File: src/rtl/voice_alloc_pkg.sv
// Shared definitions for the polyphonic voice blocks: field widths,
// allocator FSM encoding and the note-on qualification rule.
package voice_alloc_pkg;

  localparam int NOTE_W = 7;
  localparam int VEL_W  = 7;

  typedef enum logic [1:0] {
    ST_IDLE   = 2'd0,
    ST_SCAN   = 2'd1,
    ST_COMMIT = 2'd2
  } state_e;

  // A note-on carrying velocity zero is a note-off in MIDI running-status practice.
  function automatic logic is_note_on(input logic on, input logic [VEL_W-1:0] vel);
    return on && (vel != {VEL_W{1'b0}});
  endfunction

endpackage

File: src/rtl/voice_lru.sv
// Least-recently-assigned rank keeper: rank 0 is newest, VOICES-1 is oldest.
// Ranks stay a permutation because only ranks below the target's are bumped.
module voice_lru #(
  parameter int VOICES = 4,
  parameter int VW     = 2
) (
  input  logic                 clk_i,
  input  logic                 rst_ni,
  input  logic                 ce_i,
  input  logic                 upd_i,
  input  logic [VW-1:0]        tgt_i,
  output logic [VOICES*VW-1:0] rank_o
);

  localparam logic [VW-1:0] ONE = VW'(1);

  logic [VW-1:0] rank_q [VOICES];
  logic [VW-1:0] rank_d [VOICES];
  logic [VW-1:0] tgt_rank_s;

  // Next-rank computation: target to front, younger voices age by one.
  always_comb begin
    tgt_rank_s = rank_q[tgt_i];
    rank_d     = rank_q;
    for (int i = 0; i < VOICES; i++) begin
      if (upd_i) begin
        if (VW'(i) == tgt_i) begin
          rank_d[i] = {VW{1'b0}};
        end else if (rank_q[i] < tgt_rank_s) begin
          rank_d[i] = rank_q[i] + ONE;
        end else begin
          rank_d[i] = rank_q[i];
        end
      end else begin
        rank_d[i] = rank_q[i];
      end
    end
  end

  // Rank registers, reset to identity order.
  always_ff @(posedge clk_i) begin
    if (!rst_ni) begin
      for (int i = 0; i < VOICES; i++) rank_q[i] <= VW'(i);
    end else if (ce_i) begin
      rank_q <= rank_d;
    end
  end

  for (genvar g = 0; g < VOICES; g++) begin : g_rank
    assign rank_o[g*VW +: VW] = rank_q[g];
  end

endmodule

File: src/rtl/voice_alloc.sv
// Polyphonic voice allocator: scans all voices per event, then retriggers a
// matching voice, fills a free one, or steals the least recently assigned.
module voice_alloc
  import voice_alloc_pkg::*;
#(
  parameter int VOICES = 4,
  parameter int VW     = 2
) (
  input  logic                     clk_i,
  input  logic                     rst_ni,
  input  logic                     ce_i,
  input  logic                     ev_valid_i,
  output logic                     ev_ready_o,
  input  logic                     ev_on_i,
  input  logic [NOTE_W-1:0]        ev_note_i,
  input  logic [VEL_W-1:0]         ev_vel_i,
  output logic [VOICES*NOTE_W-1:0] voice_note_o,
  output logic [VOICES*VEL_W-1:0]  voice_vel_o,
  output logic [VOICES-1:0]        voice_gate_o,
  output logic [VOICES-1:0]        voice_trig_o,
  output logic                     stolen_o
);

  localparam logic [VW-1:0] ONE  = VW'(1);
  localparam logic [VW-1:0] LAST = VW'(VOICES - 1);

  state_e              state_q, state_d;
  logic [VW-1:0]       idx_q, idx_d;
  logic                on_q, on_d;
  logic [NOTE_W-1:0]   note_q, note_d;
  logic [VEL_W-1:0]    vel_q, vel_d;
  logic                match_hit_q, match_hit_d;
  logic [VW-1:0]       match_idx_q, match_idx_d;
  logic                free_hit_q, free_hit_d;
  logic [VW-1:0]       free_idx_q, free_idx_d;
  logic [VW-1:0]       old_idx_q, old_idx_d;
  logic [NOTE_W-1:0]   vnote_q [VOICES];
  logic [NOTE_W-1:0]   vnote_d [VOICES];
  logic [VEL_W-1:0]    vvel_q [VOICES];
  logic [VEL_W-1:0]    vvel_d [VOICES];
  logic [VOICES-1:0]   gate_q, gate_d;
  logic [VOICES-1:0]   trig_q, trig_d;
  logic                stolen_q, stolen_d;

  logic                lru_upd_s;
  logic [VW-1:0]       tgt_s;
  logic [VOICES*VW-1:0] lru_rank_s;
  logic [VW-1:0]       idx_rank_s;

  voice_lru #(.VOICES(VOICES), .VW(VW)) u_lru (
    .clk_i  (clk_i),
    .rst_ni (rst_ni),
    .ce_i   (ce_i),
    .upd_i  (lru_upd_s),
    .tgt_i  (tgt_s),
    .rank_o (lru_rank_s)
  );

  // Rank of the voice currently under the scan pointer.
  always_comb begin
    idx_rank_s = {VW{1'b0}};
    for (int i = 0; i < VOICES; i++) begin
      if (VW'(i) == idx_q) begin
        idx_rank_s = lru_rank_s[i*VW +: VW];
      end else begin
        idx_rank_s = idx_rank_s;
      end
    end
  end

  // FSM next state, scan bookkeeping and commit of the chosen voice.
  always_comb begin
    state_d     = state_q;
    idx_d       = idx_q;
    on_d        = on_q;
    note_d      = note_q;
    vel_d       = vel_q;
    match_hit_d = match_hit_q;
    match_idx_d = match_idx_q;
    free_hit_d  = free_hit_q;
    free_idx_d  = free_idx_q;
    old_idx_d   = old_idx_q;
    vnote_d     = vnote_q;
    vvel_d      = vvel_q;
    gate_d      = gate_q;
    trig_d      = {VOICES{1'b0}};
    stolen_d    = 1'b0;
    lru_upd_s   = 1'b0;
    tgt_s       = {VW{1'b0}};
    case (state_q)
      ST_IDLE: begin
        if (ev_valid_i) begin
          on_d        = is_note_on(ev_on_i, ev_vel_i);
          note_d      = ev_note_i;
          vel_d       = ev_vel_i;
          idx_d       = {VW{1'b0}};
          match_hit_d = 1'b0;
          free_hit_d  = 1'b0;
          state_d     = ST_SCAN;
        end else begin
          state_d = ST_IDLE;
        end
      end
      ST_SCAN: begin
        if (!match_hit_q && gate_q[idx_q] && (vnote_q[idx_q] == note_q)) begin
          match_hit_d = 1'b1;
          match_idx_d = idx_q;
        end else begin
          match_hit_d = match_hit_q;
        end
        if (!free_hit_q && !gate_q[idx_q]) begin
          free_hit_d = 1'b1;
          free_idx_d = idx_q;
        end else begin
          free_hit_d = free_hit_q;
        end
        if (idx_rank_s == LAST) begin
          old_idx_d = idx_q;
        end else begin
          old_idx_d = old_idx_q;
        end
        if (idx_q == LAST) begin
          state_d = ST_COMMIT;
        end else begin
          idx_d = idx_q + ONE;
        end
      end
      ST_COMMIT: begin
        if (on_q) begin
          tgt_s          = match_hit_q ? match_idx_q : (free_hit_q ? free_idx_q : old_idx_q);
          vnote_d[tgt_s] = note_q;
          vvel_d[tgt_s]  = vel_q;
          gate_d[tgt_s]  = 1'b1;
          trig_d[tgt_s]  = 1'b1;
          stolen_d       = !match_hit_q && !free_hit_q;
          lru_upd_s      = 1'b1;
        end else if (match_hit_q) begin
          gate_d[match_idx_q] = 1'b0;
        end else begin
          gate_d = gate_q;
        end
        state_d = ST_IDLE;
      end
      default: begin
        state_d = ST_IDLE;
      end
    endcase
  end

  // State and voice registers; pulses drop on the next edge even with CE low.
  always_ff @(posedge clk_i) begin
    if (!rst_ni) begin
      state_q     <= ST_IDLE;
      idx_q       <= {VW{1'b0}};
      on_q        <= 1'b0;
      note_q      <= {NOTE_W{1'b0}};
      vel_q       <= {VEL_W{1'b0}};
      match_hit_q <= 1'b0;
      match_idx_q <= {VW{1'b0}};
      free_hit_q  <= 1'b0;
      free_idx_q  <= {VW{1'b0}};
      old_idx_q   <= {VW{1'b0}};
      for (int i = 0; i < VOICES; i++) begin
        vnote_q[i] <= {NOTE_W{1'b0}};
        vvel_q[i]  <= {VEL_W{1'b0}};
      end
      gate_q      <= {VOICES{1'b0}};
      trig_q      <= {VOICES{1'b0}};
      stolen_q    <= 1'b0;
    end else begin
      trig_q   <= ce_i ? trig_d : {VOICES{1'b0}};
      stolen_q <= ce_i & stolen_d;
      if (ce_i) begin
        state_q     <= state_d;
        idx_q       <= idx_d;
        on_q        <= on_d;
        note_q      <= note_d;
        vel_q       <= vel_d;
        match_hit_q <= match_hit_d;
        match_idx_q <= match_idx_d;
        free_hit_q  <= free_hit_d;
        free_idx_q  <= free_idx_d;
        old_idx_q   <= old_idx_d;
        vnote_q     <= vnote_d;
        vvel_q      <= vvel_d;
        gate_q      <= gate_d;
      end
    end
  end

  for (genvar g = 0; g < VOICES; g++) begin : g_out
    assign voice_note_o[g*NOTE_W +: NOTE_W] = vnote_q[g];
    assign voice_vel_o[g*VEL_W +: VEL_W]    = vvel_q[g];
  end

  assign voice_gate_o = gate_q;
  assign voice_trig_o = trig_q;
  assign stolen_o     = stolen_q;
  assign ev_ready_o   = (state_q == ST_IDLE);

endmodule

File: config.mk
export PLATFORM = sky130hd
export DESIGN_NAME = voice_alloc
export DESIGN_NICKNAME = d
export VERILOG_FILES = /design/src/rtl/voice_alloc_pkg.sv /design/src/rtl/voice_lru.sv /design/src/rtl/voice_alloc.sv
export SDC_FILE = /design/constraint.sdc
export NUM_CORES = 1
export LEC_CHECK = 0
export CAP_MARGIN = 0
export CORE_MARGIN = 5
export CORE_UTILIZATION = 35
export CTS_CLUSTER_DIAMETER = 100
export DETAILED_ROUTE_END_ITERATION = 8
export HOLD_SLACK_MARGIN = 0.15
export SYNTH_ARGS = -nofsm -noshare
export SYNTH_HDL_FRONTEND = slang
export SYNTH_SLANG_ARGS = --single-unit
File: constraint.sdc
create_clock -name clk_i -period 2.4 [get_ports clk_i]
set_input_delay 0.48 -clock clk_i [delete_from_list [all_inputs] [get_ports clk_i]]
set_output_delay 0.48 -clock clk_i [all_outputs]
set_load 0.05 [all_outputs]
==> reports/summary.txt, run 1 <==
Final setup violation count = 0
Distinct cells, synth = 57
Port Buffers = 84
Max-cap violations = 0
H-tree depth = 3
Fmax = 0.446 GHz
Routing usage on met2 = 28.0%
Area grow syn2layout = 33.6%
Inserted Clock Buffers = 9
YS warnings = 0
Postcts setup bufs = 0
Core box area = 0.0126 sq mm
Worst Path Arrival = 2.48 ns
Min Tclk post-route = 2.24 ns
CTS tree = done
Part of the power in registers = 49.6%
Relative slew slack = 50.6%
Int Pwr = 2.66 mW
Part of the cycle the worst path needs = 93.3%
Die Width = 123 microns
Gate power share = 4.4%
Worst VDD drop = 427 uV
Remaining Overflow, GRT = 0
Layout Skew = 0.00594 ns
Dpl cells = 783
Commonest non-fill, non-tap cell in the layout = nand2_1
Worst hold slack = 0.457 ns
Diodes inserted = 0
CTS Hold Bufs = 0
RSZ-0062 raised after global routing = false
Met1 usage in global routing = 24.0%
Met3 usage = 4.57%
Flops & latches, synth = 100
Status = completed
Async set-reset flop share out of synthesis = 0%
PD cells = 572 mW/mm^2
Number of enable flip-flop cells after synthesis = 0
Routed Antenna Nets = 0
Crit. End Element = register
Clk slew on worst S/H paths = 0.07 ns
Post-synthesis net count = 549
CP max FO = 6
Synthesized area = 0.00448 sq mm
Final Routed Wirelength = 13200 microns
Cells after Synth = 526
GRT Total Usage = 17.8%
GR peak layer = met2
Largest net degree at the start of global routing = 59
DR vias = 4108
DR WL/cell = 16.6 microns
TritonRoute pass-1 iters = 5
Via-per-instance ratio = 5.14
Clk pwr share = 46.0%
Slew Viols, Final = 0
Ys flop type = dfxtp_1
Critical path required time = 2.64 ns
Pin slew with the least headroom to its limit = 0.736 ns
Layout filler cell count = 1187
Sw power = 0.758 mW
1st-iter DRT viols = 237
HP Class = reg2reg
Clk_lat worst skew = 0.34 ns
Setup_tns = 0 ns
Dpl hpwl = 9100 microns
Layout Cells excl Fill = 799
Die ar. = 0.0152 sq mm
Crit path kind = reg2reg
Syn Area/Cell = 8.51 sq um
Leakage = 2.21 nW
Initial Utilization = 35.6%
Initial antenna violation count = 0
Crit start category = register
Number of global-route vias before repair = 3966
Die height = 123 microns
First-pass GRT wire length = 21100 microns
Final #Nets = 645
Fraction of layout instances using a drive strength above 1 = 10.7%
Final Hold Viols = 0
Std-Cell Rows = 41
Root Driver = clkbuf_16
Clk buf depth = 2
Seq/Total Area, Yosys = 44.7%
Most frequent cells in the layout = 135 x nand2_1, 98 x dfxtp_1, 82 x clkdlybuf4s50_1
Routability cong. = 0.869
Ports = 85
Sw Ratio = 22.2%
Clock sinks = 100
DRC Markers = 0
-- registers in the layout, indices dropped and copies added (netlist names) --
register,flops
vel_q,7
u_lru.rank_o,8
voice_gate_o,4
voice_note_o,28
old_idx_q,2
stolen_o,1
match_idx_q,2
state_q,2
free_hit_q,1
free_idx_q,2
voice_vel_o,28
on_q,1
note_q,7
voice_trig_o,4
match_hit_q,1
idx_q,2
-- logic make-up (layout without fill, tap and decap cells) --
group	Yosys count	count (layout)	share of synthesized area [%]
compound gates	127	127	19.4
xor+xnor	7	7	1.37
fa+ha+maj	6	6	1.57
buf+inv	40	141	3.69
flops	100	100	44.7
mux	19	19	6.90
simple gates	227	227	22.4
-- metrics by stage --
stage          setup slack [ns]  instance area (sq um)  power [mW]  utilization [%]
3_5_place_dp             0.0579                   5650        1.89             45.0
6_report                  0.160                   5980        3.42             47.6
2_1_floorplan             0.153                   4480        1.81                -
4_1_cts                  0.0334                   5980        3.45             47.6
5_1_grt                  0.0498                   5980        3.55             47.6
3_3_place_gp              0.114                   5650        1.88             45.0
-- path summary, 6_finish.rpt --
check,from,to,slack [ns],depth (start not counted)
max,idx_q[0],match_idx_q[1],0.16,6
min,voice_vel_o[11],voice_vel_o[11],0.46,2
max reg2reg,idx_q[0],match_idx_q[1],0.16,6
min reg2reg,voice_vel_o[11],voice_vel_o[11],0.46,2
-- layer usage --
metal / wire length, microns / vias to the layer above
met2: 6070 / 127
li1: - / 2001
met3: 908 / 20
met1: 6000 / 1960
met5: 0 / -
met4: 249 / 0
-- Yosys cell counts, types with 6 or more instances --
cell type | instances | area share, %
buf_2 | 6 | 0.67
clkbuf_1 | 22 | 1.8
a21boi_0 | 50 | 8.4
nand2_1 | 135 | 11
nor2b_1 | 6 | 0.84
a21oi_1 | 32 | 3.6
nor2_1 | 40 | 3.4
inv_1 | 9 | 0.75
mux2i_1 | 8 | 1.8
nand3_1 | 11 | 1.2
nor3_1 | 6 | 0.67
dfxtp_1 | 100 | 45
mux4_2 | 6 | 3.0
o21ai_0 | 13 | 1.5
-- repair_timing --
item                                   4_1_cts  5_1_grt
gates resized for setup                      0        3
setup endpoints to repair                    0        6
endpoints found under the hold margin        0        0
-- power by group through the flow --
| stage | combinational [mW] | clock (mW) | sequential (mW) |
|---|---|---|---|
| 2_1_floorplan | 0.0864 | 0 | 1.73 |
| 3_3_place_gp | 0.151 | 0 | 1.73 |
| 3_5_place_dp | 0.151 | 0 | 1.73 |
| 4_1_cts | 0.152 | 1.60 | 1.70 |
| 5_1_grt | 0.164 | 1.69 | 1.70 |
| 6_report | 0.151 | 1.57 | 1.70 |
-- critical path: stages, from the launching register on --
cell,delay (ns)
dfxtp_2,0.41
mux4_2,0.53
xor2_1,0.15
or4_4,0.54
nor3_4,0.24
nor2_1,0.07
a31o_1,0.18
-- layout make-up --
cell class                 count  area, sq um  area share [%]
clock inverter                 7         97.6            1.63
timing repair buffer         116         1090            18.2
sequential                   100         2000            33.5
clock buffer                   9          225            3.76
inverter                       9         33.8           0.565
tap                          172          215            3.60
multi-input combinational    386         2310            38.7
Power figures use the tool's default switching activity.
==> inputs of run 2 (changes only) <==
Settings changed: CTS_CLUSTER_SIZE from default to 25.
==> results of run 2 <==
No change in the layout: final DEF, timing and power equal those of run 1.
==> inputs of run 3 (changes only) <==
Settings changed: RECOVER_POWER from default to 50.
Clock period 2.4 ns to 2.3 ns, I/O delays scaled along.
==> run 3 against run 2 <==
Clock power up 4%. Total power up 3.8%. Cell count up 0.63%. Clock-buffer cell count up 3. Via count down 0.32%. Critical path type unchanged. Critical endpoint unchanged. Largest cell class unchanged.
==> reports/summary.txt, run 3 (same netlist as run 1, synthesis figures left out) <==
TritonRoute pass-1 iters = 4
Worst r2r dst = match_idx_q[1]
Worst hold slack = 0.452 ns
Crit start category = register
Final #Nets = 650
Die Width = 123 microns
Area grow syn2layout = 34.0%
Tot Pwr = 3.55 mW
Final Routed Wirelength = 13200 microns
First-pass GRT wire length = 21500 microns
CP max FO = 4
Layout Skew = 0.00837 ns
1st-iter DRT viols = 179
Hold Crit Depth = 2
Largest net degree at the start of global routing = 53
PD cells = 592 mW/mm^2
Remaining Overflow, GRT = 0
Die ar. = 0.0152 sq mm
Crit. Startpoint = idx_q[0]
Most frequent cells in the layout = 135 x nand2_1, 98 x dfxtp_1, 50 x a21boi_0
Status = completed
HP Class = reg2reg
Register-to-register setup slack = 0.11 ns
Max-cap violations = 0
DR WL/cell = 16.5 microns
Fraction of layout instances using a drive strength above 1 = 10.9%
DRC Markers = 0
Worst VDD drop = 355 uV
Clk buf depth = 2
CTS Hold Bufs = 0
Relative slew slack = 43.1%
Crit. End Element = register
Root Driver = clkbuf_16
Pin slew with the least headroom to its limit = 0.853 ns
CP bufs+invs = 0
Routability cong. = 0.947
Inserted Clock Buffers = 9
Hold path start = voice_vel_o[18]
Clock sinks = 100
Std-Cell Rows = 41
Slew Viols, Final = 0
Reg-to-Reg Start = idx_q[0]
GRT Total Usage = 18.2%
Ports = 85
Clk_lat worst skew = 0.35 ns
Clk slew on worst S/H paths = 0.06 ns
Fmax = 0.457 GHz
Worst Path Arrival = 2.43 ns
Setup_tns = 0 ns
Critical path required time = 2.54 ns
Crit-path cells = mux4_2, xor2_1, or4_4, nor3_4, nor2_1, a31o_1
Resize count post-CTS = 0
Via-per-instance ratio = 5.09
Part of the cycle the worst path needs = 95.1%
Commonest non-fill, non-tap cell in the layout = nand2_1
Crit-path slowest cell = or4_4
Initial antenna violation count = 0
WHS Endpoint = voice_vel_o[18]
Leakage = 2.36 nW
Die height = 123 microns
Final Hold Viols = 0
RSZ-0062 raised after global routing = false
Worst stage delay on the critical path = 0.54 ns
Dpl hpwl = 9330 microns
Postcts setup bufs = 0
Crit path kind = reg2reg
Initial Utilization = 35.6%
Cells on worst reg2reg path = 6
H-tree depth = 3
Routed Antenna Nets = 0
CTS tree = done
DR vias = 4095
Delay-heaviest family, CP = simple AND/OR/NAND/NOR gates
Min Tclk post-route = 2.19 ns
Layout filler cell count = 1193
Final setup violation count = 0
Diodes inserted = 0
Port Buffers = 84
Core box area = 0.0126 sq mm
Number of global-route vias before repair = 3932
[run 3: worst max path at each step]
stage | end | cells past startpoint
after detailed placement | match_idx_q[1] | 6
final | match_idx_q[1] | 6
after global routing | voice_note_o[27] | 7
after floorplan | match_idx_q[0] | 6
after CTS | match_idx_q[1] | 6
after global placement | match_idx_q[1] | 6
[run 3: layout make-up]
class | count | area [sq um] | share of cell area (%)
Inverter | 9 | 33.8 | 0.563
Tap cell | 172 | 215 | 3.59
Sequential cell | 100 | 2000 | 33.4
Timing Repair Buffer | 121 | 1100 | 18.4
Multi-Input combinational cell | 386 | 2320 | 38.7
Clock inverter | 4 | 72.6 | 1.21
Clock buffer | 12 | 246 | 4.11
[run 3: tightest hold or removal path, stage by stage, from the launching register on]
cell     delay, ns
dfxtp_1       0.30
nand2_1       0.05
a21oi_1       0.05
[run 3: metrics by stage]
step | util, % | setup WS [ns] | cells | area (sq um)
2_1_floorplan | - | 0.0533 | 526 | 4480
3_3_place_gp | 45.3 | 0.101 | 788 | 5690
3_5_place_dp | 45.3 | 0.0374 | 788 | 5690
4_1_cts | 47.8 | 0.0243 | 804 | 6010
5_1_grt | 47.7 | 0.00658 | 804 | 6000
6_report | 47.7 | 0.112 | 804 | 6000
[run 3: routing by layer]
layer  up-vias  GRT usage [%]  share of wire (%)
li1       2012              -                  -
met1      1949           25.3                 47
met2       116           27.9                 46
met3        18           4.21                5.3
met4         0           6.44                2.0
met5         -              0                  0
[run 3: where the power goes]
group | total [mW] | internal [mW] | leakage [nW] | switching, mW
combinational | 0.155 | 0.0707 | 1.40 | 0.0844
clock | 1.63 | 0.982 | 0.153 | 0.644
sequential | 1.77 | 1.75 | 0.808 | 0.0244
total | 3.55 | 2.80 | 2.36 | 0.753
